[src/rtl/mem_ctrl_mp.sv]
`timescale 1ns/1ps
// mem_ctrl_mp: multi-port byte-serial memory controller.
// Arbitrates NPORT requesters onto an 8-bit RAM port, one transaction at a
// time. Reads assemble little-endian bytes with optional sign extension.
// Writes stall on IO addresses while the UART buffer is full.
module mem_ctrl_mp #(
  parameter int               NPORT      = 3,
  parameter int               DATA_W     = 32,
  parameter int               ARB_RR     = 0,
  parameter logic [NPORT-1:0] FLUSH_MASK = {NPORT{1'b1}},
  parameter logic [31:0]      IO_BASE    = 32'h30000
) (
  input  logic                    clk,
  input  logic                    rst,
  input  logic                    rdy,
  input  logic                    flush,
  input  logic [NPORT-1:0]        req_valid,
  input  logic [NPORT-1:0]        req_we,
  input  logic [NPORT*32-1:0]     req_addr,
  input  logic [NPORT*2-1:0]      req_size,
  input  logic [NPORT-1:0]        req_signed,
  input  logic [NPORT*DATA_W-1:0] req_wdata,
  output logic [NPORT-1:0]        resp_valid,
  output logic [DATA_W-1:0]       resp_data,
  output logic                    busy,
  input  logic [7:0]              mem_din,
  output logic [7:0]              mem_dout,
  output logic [31:0]             mem_a,
  output logic                    mem_wr,
  input  logic                    io_buffer_full
);

  localparam int NB = DATA_W / 8;
  localparam int IW = $clog2(NB) + 1;            // byte index must reach NB
  localparam int PW = (NPORT > 1) ? $clog2(NPORT) : 1;

  typedef enum logic [1:0] {IDLE, READ, WRITE, TURN} state_t;

  state_t              state_q, state_d;
  logic [PW-1:0]       port_q, port_d, rr_q, rr_d;
  logic                we_q, we_d, sgn_q, sgn_d;
  logic [31:0]         addr_q, addr_d, mem_a_q, mem_a_d;
  logic [1:0]          size_q, size_d;
  logic [DATA_W-1:0]   wdata_q, wdata_d, rbuf_q, rbuf_d;
  logic [IW-1:0]       idx_q, idx_d;
  logic [NPORT-1:0]    resp_valid_q, resp_valid_d;
  logic [DATA_W-1:0]   resp_data_q, resp_data_d;
  logic [7:0]          mem_dout_q, mem_dout_d;
  logic                mem_wr_q, mem_wr_d;

  // A masked read is not eligible while flush is high; writes always are.
  logic [NPORT-1:0] elig;
  generate
    for (genvar gi = 0; gi < NPORT; gi++) begin : g_elig
      assign elig[gi] = req_valid[gi] && !(flush && FLUSH_MASK[gi] && !req_we[gi]);
    end
  endgenerate

  // Pick one eligible port: from 0 (fixed) or from the port after the last grant.
  logic          gnt_found;
  logic [PW-1:0] gnt;
  int            base;
  always_comb begin
    gnt_found = 1'b0;
    gnt       = '0;
    base      = (ARB_RR != 0) ? ((int'(rr_q) + 1) % NPORT) : 0;
    for (int off = 0; off < NPORT; off++) begin
      if (!gnt_found && elig[(base + off) % NPORT]) begin
        gnt_found = 1'b1;
        gnt       = PW'((base + off) % NPORT);
      end
    end
  end

  logic [31:0]       g_addr;
  logic [1:0]        g_size;
  logic [DATA_W-1:0] g_wdata;
  assign g_addr  = req_addr[int'(gnt)*32 +: 32];
  assign g_size  = req_size[int'(gnt)*2 +: 2];
  assign g_wdata = req_wdata[int'(gnt)*DATA_W +: DATA_W];

  function automatic logic is_io(input logic [31:0] a);
    return (a == IO_BASE) || (a == IO_BASE + 32'd4);
  endfunction

  logic [IW-1:0]     nbytes, idx_next;
  logic [DATA_W-1:0] ext_mask, rd_merged;
  logic              sign_bit, io_stall;
  assign nbytes    = IW'(1) << size_q;
  assign idx_next  = idx_q + IW'(1);
  assign ext_mask  = {DATA_W{1'b1}} << {nbytes, 3'b000};
  assign sign_bit  = 1'(rbuf_q >> (8 * int'(nbytes) - 1));
  assign rd_merged = rbuf_q | (DATA_W'(mem_din) << {idx_q, 3'b000});
  assign io_stall  = is_io(addr_q) && io_buffer_full;

  // Next-state and output logic for the transaction FSM.
  always_comb begin
    state_d      = state_q;
    port_d       = port_q;
    rr_d         = rr_q;
    we_d         = we_q;
    sgn_d        = sgn_q;
    addr_d       = addr_q;
    size_d       = size_q;
    wdata_d      = wdata_q;
    rbuf_d       = rbuf_q;
    idx_d        = idx_q;
    resp_valid_d = '0;
    resp_data_d  = resp_data_q;
    mem_a_d      = mem_a_q;
    mem_dout_d   = mem_dout_q;
    mem_wr_d     = mem_wr_q;
    case (state_q)
      IDLE: begin
        if (gnt_found) begin
          port_d  = gnt;
          rr_d    = gnt;
          we_d    = req_we[gnt];
          sgn_d   = req_signed[gnt];
          addr_d  = g_addr;
          size_d  = g_size;
          wdata_d = g_wdata;
          idx_d   = '0;
          rbuf_d  = '0;
          mem_a_d = g_addr;
          if (req_we[gnt]) begin
            state_d    = WRITE;
            mem_dout_d = g_wdata[7:0];
            mem_wr_d   = !(is_io(g_addr) && io_buffer_full);
          end else begin
            state_d = READ;
          end
        end
      end
      READ: begin
        if (flush && FLUSH_MASK[port_q]) begin
          state_d = TURN;
          mem_a_d = '0;
        end else if (idx_q < nbytes) begin
          rbuf_d  = rd_merged;
          idx_d   = idx_next;
          mem_a_d = (idx_next < nbytes) ? addr_q + 32'(idx_next) : '0;
        end else begin
          resp_valid_d[port_q] = 1'b1;
          resp_data_d = (sgn_q && sign_bit) ? (rbuf_q | ext_mask) : rbuf_q;
          state_d     = TURN;
          mem_a_d     = '0;
        end
      end
      WRITE: begin
        if (!mem_wr_q) begin
          // Stalled on a full IO buffer: retry the same byte.
          mem_wr_d = !io_stall;
        end else if (idx_next < nbytes) begin
          idx_d      = idx_next;
          mem_a_d    = addr_q + 32'(idx_next);
          mem_dout_d = 8'(wdata_q >> {idx_next, 3'b000});
          mem_wr_d   = !io_stall;
        end else begin
          mem_wr_d             = 1'b0;
          mem_a_d              = '0;
          resp_valid_d[port_q] = 1'b1;
          state_d              = TURN;
        end
      end
      default: begin  // TURN
        state_d  = IDLE;
        mem_wr_d = 1'b0;
        mem_a_d  = '0;
      end
    endcase
  end

  // State register: reset wins over rdy; rdy low freezes everything.
  always_ff @(posedge clk) begin
    if (rst) begin
      state_q      <= IDLE;
      port_q       <= '0;
      rr_q         <= PW'(NPORT - 1);
      we_q         <= 1'b0;
      sgn_q        <= 1'b0;
      addr_q       <= '0;
      size_q       <= '0;
      wdata_q      <= '0;
      rbuf_q       <= '0;
      idx_q        <= '0;
      resp_valid_q <= '0;
      resp_data_q  <= '0;
      mem_a_q      <= '0;
      mem_dout_q   <= '0;
      mem_wr_q     <= 1'b0;
    end else if (rdy) begin
      state_q      <= state_d;
      port_q       <= port_d;
      rr_q         <= rr_d;
      we_q         <= we_d;
      sgn_q        <= sgn_d;
      addr_q       <= addr_d;
      size_q       <= size_d;
      wdata_q      <= wdata_d;
      rbuf_q       <= rbuf_d;
      idx_q        <= idx_d;
      resp_valid_q <= resp_valid_d;
      resp_data_q  <= resp_data_d;
      mem_a_q      <= mem_a_d;
      mem_dout_q   <= mem_dout_d;
      mem_wr_q     <= mem_wr_d;
    end
  end

  assign resp_valid = resp_valid_q;
  assign resp_data  = resp_data_q;
  assign mem_a      = mem_a_q;
  assign mem_dout   = mem_dout_q;
  assign mem_wr     = mem_wr_q;
  assign busy       = (state_q == READ) || (state_q == WRITE);

endmodule

[config.mk]
export PLATFORM = sky130hd
export DESIGN_NAME = mem_ctrl_mp
export DESIGN_NICKNAME = d
export VERILOG_FILES = /design/src/rtl/mem_ctrl_mp.sv
export SDC_FILE = /design/constraint.sdc
export NUM_CORES = 1
export LEC_CHECK = 0
export CORE_ASPECT_RATIO = 1.4
export CORE_MARGIN = 1.5
export CORE_UTILIZATION = 24
export DETAILED_ROUTE_END_ITERATION = 10
export PLACE_DENSITY = 0.56
export SLEW_MARGIN = 25
export SYNTH_ARGS = -nofsm -noshare
export SYNTH_HDL_FRONTEND = slang
export SYNTH_SLANG_ARGS = --single-unit
[constraint.sdc]
create_clock -name clk -period 10.15 [get_ports clk]
set_input_delay 2.03 -clock clk [delete_from_list [all_inputs] [get_ports clk]]
set_output_delay 2.03 -clock clk [all_outputs]
set_load 0.005 [all_outputs]
# After elaboration in Yosys (flattened, before gate mapping)
# Index checks and enable logic that the tools add are counted.
# W data, S select, Z words.
[word_totals]
ff_bits = 182
out_inout_bits = 77
word_cells = 138
[op_classes]
n_addsub = 3
order_cmp = 5
n_eq_ne = 14
n_shift = 8
mux = 52
bitwise = 5
n_reduce_logical = 38
[ops]
columns = ["op", "n"]
rows = [
  ["$mux W32", 9],
  ["$shiftx A96 B8 Y32", 2],
  ["$eq A32 B18 Y1 const B", 4],
  ["$pmux W32 S3", 1],
  ["$or A32 B32 Y32", 2],
  ["$pmux W32 S2", 1],
  ["$add A32 B3 Y32", 1],
  ["$mux W8", 4],
  ["$shl A32 B6 Y32 const A", 1],
  ["$shl A8 B6 Y32", 1],
  ["$shr A32 B32 Y1", 1],
  ["$shr A32 B6 Y8", 1],
  ["$mux W3", 9],
  ["$pmux W8 S2", 1],
  ["$mux W2", 7],
  ["$ne A2 B2 Y1 const B", 7],
  ["$logic_and A1 B1 Y1", 13],
  ["$mux W1", 12],
  ["$logic_not A1 Y1", 10],
  ["$reduce_and A5 Y1", 2],
  ["$pmux W3 S3", 1],
  ["$reduce_and A4 Y1", 2],
  ["$reduce_and A7 Y1", 1],
  ["$sub A6 B1 Y7 const B", 1],
  ["21 further kinds", 31],
]

# Logic depth before layout (Yosys ltp)
[logic_depth]
ltp_word = 19
mapped_depth = 11

# Worst setup path before layout
# Ideal clock, no wire load.
[synth_path]
path_kind = "input to register"
start = "in req_we[1]"
end = "reg mem_wr_q, in the netlist mem_wr"
setup_time_ns = 0.131
arrival_time_ns = 3.869
slack_ns = 6.151
path_stages = 9
cell_sequence = "nand2b_1 -> buf_6 -> a22o_1 -> buf_6 -> or3_1 -> a211oi_1 -> or4b_1 -> nor4_1 -> o22ai_1"
[synth_between]
elab_chain_cells = 17
elab_cells_between_ends = 25
classes_between = "4 x eq/ne; 1 x shift; 9 x mux; 11 x reduce/logical"
[synth_lines]
columns = ["element", "line_no", "rtl"]
rows = [
  ["from (decl)", "18", "input logic [NPORT-1:0] req_we,"],
  ["$logic_not A1 Y1", "55", "assign elig[gi] = req_valid[gi] && !(flush && FLUSH_MASK[gi] && !req_we[gi]);"],
  ["$logic_and A1 B1 Y1", "55", ""],
  ["$logic_not A1 Y1", "55", ""],
  ["$logic_and A1 B1 Y1", "55", ""],
  ["$logic_and A1 B1 Y1", "68", "if (!gnt_found && elig[(base + off) % NPORT]) begin"],
  ["$mux W1", "68", ""],
  ["$logic_not A1 Y1", "68", ""],
  ["$logic_and A1 B1 Y1", "68", ""],
  ["$mux W2", "68", ""],
  ["$shiftx A96 B8 Y32", "78", "assign g_addr = req_addr[int'(gnt)*32 +: 32];"],
  ["$eq A32 B18 Y1", "83", "return (a == IO_BASE) || (a == IO_BASE + 32'd4);"],
  ["$logic_or A1 B1 Y1", "83", ""],
  ["$logic_and A1 B1 Y1", "129", "mem_wr_d = !(is_io(g_addr) && io_buffer_full);"],
  ["$logic_not A1 Y1", "129", ""],
  ["$mux W1", "126", "if (req_we[gnt]) begin"],
  ["$mux W1", "115", "if (gnt_found) begin"],
  ["$pmux W1 S3", "113", "case (state_q)"],
  ["to (signal assigned)", "207", "mem_wr_q <= mem_wr_d;"],
  ["to (decl)", "49", "logic mem_wr_q, mem_wr_d;"],
]
# Several ways; a longest one is shown, not always the timed one. The select of a mux whose other input is x is not followed.
# A chain may end at the register's enable or synchronous reset.

# Worst setup path in the final report
[layout_path]
start = "in flush"
end = "reg mem_wr_q, in the netlist mem_wr"
[layout_between]
elab_chain_cells = 18
elab_cells_between_ends = 32
classes_between = "4 x eq/ne; 1 x shift; 10 x mux; 17 x reduce/logical"
[layout_lines]
columns = ["element", "line_no", "rtl"]
rows = [
  ["from (decl)", "16", "input logic flush,"],
  ["$logic_and A1 B1 Y1", "55", ""],
  ["$logic_not A1 Y1", "55", ""],
  ["$logic_and A1 B1 Y1", "55", ""],
  ["$mux W1", "68", ""],
  ["$logic_not A1 Y1", "68", ""],
  ["$logic_and A1 B1 Y1", "68", ""],
  ["$mux W1", "68", ""],
  ["$logic_not A1 Y1", "68", ""],
  ["[2 not listed]", "-", ""],
  ["$shiftx A96 B8 Y32", "78", ""],
  ["$eq A32 B18 Y1", "83", ""],
  ["$logic_or A1 B1 Y1", "83", ""],
  ["$logic_and A1 B1 Y1", "129", ""],
  ["$logic_not A1 Y1", "129", ""],
  ["$mux W1", "126", ""],
  ["$mux W1", "115", ""],
  ["$pmux W1 S3", "113", ""],
]
# Several ways; a longest one is shown, not always the timed one. The select of a mux whose other input is x is not followed.

==> flow_summary.json <==
{
  "grt-ovfl-total": 0,
  "grt_pass1_vias": 9983,
  "period_share_pct": 50.8,
  "post_cts_buffers": 0,
  "max_stage_delay_ns": 0.61,
  "syn-instance-count": 1215,
  "cts_hold_buf": 0,
  "first_iter_violations": 511,
  "cts_tree": "yes",
  "drt-pass1-iter-count": 5,
  "ir_drop_uv": 113,
  "rsz0062_at_grt": "false",
  "ctsResizeCount": 0,
  "place_area_um2": 13400,
  "clock_tree.root_cell": "clkbuf_16",
  "p_leak_nw": 4.95,
  "clkSlewWorstSetupHoldPaths_ns": 0.07,
  "hold_violations": 0,
  "route.vias.total": 9947,
  "drv_slew": 0,
  "rows": 88,
  "layout_commonest_cell": "clkdlybuf4s50_1",
  "fp.dieW_um": 175,
  "synth_ff_type": "dfxtp_1",
  "clk_path_buf_depth": 2,
  "dp_hpwl_um": 28400,
  "grt_max_degree": 88,
  "seqPwrFrac_pct": 38.3,
  "syn_avg_cell_area_um2": 8.19,
  "worstSetupStartpoint": "flush",
  "hold_start": "sgn_q",
  "hold_path.class": "reg2reg",
  "status": "finished, final reports clean",
  "critPathArrivalTime_ns": 5.47,
  "swShare_pct": 33.6,
  "max_slew_margin_pct": 34.9,
  "max_cap_viol_count": 0,
  "antenna_found_initial": 0,
  "syn-num-nets": 1453,
  "pre_cts_slack_ns": 4.47,
  "io_pins": 297,
  "vias_per_cell": 4.96,
  "ys_ff_latch": 182,
  "layout_common_cells": "clkdlybuf4s50_1 (295), dfxtp_1 (182), nor2_1 (166), nand2_1 (157), a21oi_1 (99)",
  "startpoint_type": "input port",
  "cts_sinks": 182,
  "synth-edff-count": 0,
  "timing.fmax_mhz": 194,
  "p_int_w": 0.00145,
  "cts_buffers": 17,
  "comb_power_share_pct": 29.3,
  "htree_levels": 4,
  "fp.dieH_um": 244,
  "drc": 0,
  "port_buffers": 296,
  "synthesis.area_um2": 9950,
  "synth_warnings": 0,
  "die_area_um2": 42700,
  "crit_top_cell": "buf_4",
  "routed_wl_um": 37900,
  "syn_to_final_growth_pct": 40.5,
  "crit_chain": "clkdlybuf4s50_1 > and2b_1 > buf_4 > o211a_2 > buf_4 > o221ai_1 > a211oi_1 > or4b_1 > nor4_1 > o22ai_1",
  "setup_ws_ns": 4.99,
  "cpMaxStageDelayCell": "clkdlybuf4s50_1",
  "tns_ns": 0,
  "gp_congestion": 0.879,
  "core_um2": 41100,
  "cellPowerDensity_nw_per_um2": 156,
  "clock_skew_ns": 0.0103,
  "track_usage_pct": 17.5,
  "final_cell_area_um2": 14000,
  "insertion_delay_ns": 0.46,
  "n_antenna_cell": 0,
  "finalSetupViolCount": 0,
  "initial_core_util_pct": 24.2,
  "reg2reg_from": "idx_q[1]",
  "end_kind": "flip-flop",
  "pwr-share-clk_pct": 32.4,
  "synth_cell_types": 71,
  "critical_path_class": "in2reg",
  "grt_pass1_wl_um": 57500,
  "nets": 1692,
  "antenna_left": 0,
  "synth-seq-area-share_pct": 36.6,
  "wl_per_cell_um": 18.9,
  "switchingPower_w": 0.000733,
  "final_period_minus_worst_setup_slack_ns": 5.16,
  "crit_fanout": 41,
  "drive_above_1_share_pct": 7.09,
  "tightest_slew_ns": 0.977,
  "ys_async_sr_fraction_pct": 0,
  "critPathRequiredTime_ns": 10.46
}
## final timing paths
kind	slack, ns	endpoint	depth (start not counted)
min reg2reg	0.46	sgn_q	2
max	4.99	mem_wr	10
min	0.46	sgn_q	2
max reg2reg	6.29	mem_a[28]	10
## cell families (layout without fill, tap and decap cells)
| kind of cell | count (synthesis) | count (layout) | share of synthesized area (%) |
|---|---|---|---|
| xor gates and xnor gates | 30 | 30 | 2.64 |
| adders and majority gates | 18 | 18 | 2.34 |
| buffers and inverters | 126 | 378 | 5.45 |
| DFF | 182 | 182 | 36.6 |
| AOI/OAI and AO/OA | 320 | 320 | 23.4 |
| and+or+nand+nor | 466 | 466 | 20.9 |
| muxes | 73 | 73 | 8.61 |
## synthesized netlist by cell type (3+ instances only)
cell / count / area share, %
or2_2: 5 / 0.31
or3b_2: 3 / 0.26
nand4_1: 6 / 0.38
a22o_1: 8 / 0.70
nor4_1: 9 / 0.57
a31oi_1: 4 / 0.25
a221oi_1: 27 / 2.4
or3_1: 4 / 0.25
a22oi_1: 23 / 1.7
nor3_1: 60 / 3.0
nand2_1: 158 / 6.0
ha_1: 17 / 2.1
o2111ai_1: 4 / 0.35
clkbuf_1: 64 / 2.4
xnor2_1: 18 / 1.6
o221ai_1: 5 / 0.44
buf_2: 20 / 1.0
o21a_1: 6 / 0.45
o2bb2ai_1: 25 / 2.2
o21ai_1: 7 / 0.35
nand3_1: 9 / 0.45
nand2b_1: 10 / 0.63
buf_6: 6 / 0.68
dfxtp_1: 182 / 37
and4_1: 4 / 0.35
mux2_2: 10 / 1.1
nor3_2: 3 / 0.30
buf_1: 7 / 0.26
a21o_1: 4 / 0.30
o22ai_1: 12 / 0.75
a21oi_1: 100 / 5.0
inv_1: 29 / 1.1
o2111a_1: 27 / 3.1
o21ai_0: 18 / 0.91
mux2i_1: 53 / 5.3
nor2b_1: 9 / 0.57
o211ai_1: 28 / 2.1
nor2_1: 167 / 6.3
and2_1: 3 / 0.19
mux4_2: 9 / 2.0
xor2_1: 12 / 1.1
or4_1: 3 / 0.23
## final cells by class
cell class,instances,area (µm²)
Fill cell,4279,27100
Inverter,29,109
Sequential cell,182,3640
Multi-Input combinational cell,907,5820
Timing Repair Buffer,317,3120
Clock inverter,15,198
Tap cell,540,676
Clock buffer,17,425
## stage by stage
| step | std cells | total power [W] | hold slack, ns | util [%] |
|---|---|---|---|---|
| floorplan | 1215 | 0.00120 | 0.433 | - |
| global placement | 1975 | 0.00149 | 0.439 | 32.5 |
| detailed placement | 1975 | 0.00150 | 0.447 | 32.5 |
| CTS | 2007 | 0.00222 | 0.457 | 34.0 |
| global route | 2007 | 0.00230 | 0.469 | 34.1 |
| finish | 2007 | 0.00218 | 0.457 | 34.1 |
## power by group through the flow
stage	registers, W	clock network [W]	logic [W]
2_1_floorplan	0.000835	0	0.000365
3_3_place_gp	0.000851	0	0.000640
3_5_place_dp	0.000852	0	0.000645
4_1_cts	0.000836	0.000729	0.000650
5_1_grt	0.000845	0.000759	0.000701
6_report	0.000836	0.000707	0.000640
## worst max-delay path: cells and delay by family
kind | cells | cell delay (ns)
AO/OA/AOI/OAI | 4 | 0.90
AND/OR/NAND/NOR | 3 | 1.06
buffers and inverters | 3 | 1.45
## layer usage
layer	track usage [%]	vias up	part of all wire (%)
li1	-	4868	-
met4	7.94	0	3.5
met5	0	-	0
met1	19.8	4695	40
met3	4.00	55	6.2
met2	31.1	329	50
## flip-flops by register name, summed over array words and instances, names as in the netlist
signal / flops
mem_a: 32
resp_valid: 3
state_q: 2
wdata_q: 32
port_q: 2
mem_dout: 8
sgn_q: 1
resp_data: 32
mem_wr: 1
rbuf_q: 32
addr_q: 32
idx_q: 3
size_q: 2
(Power assumes the default switching activity.)
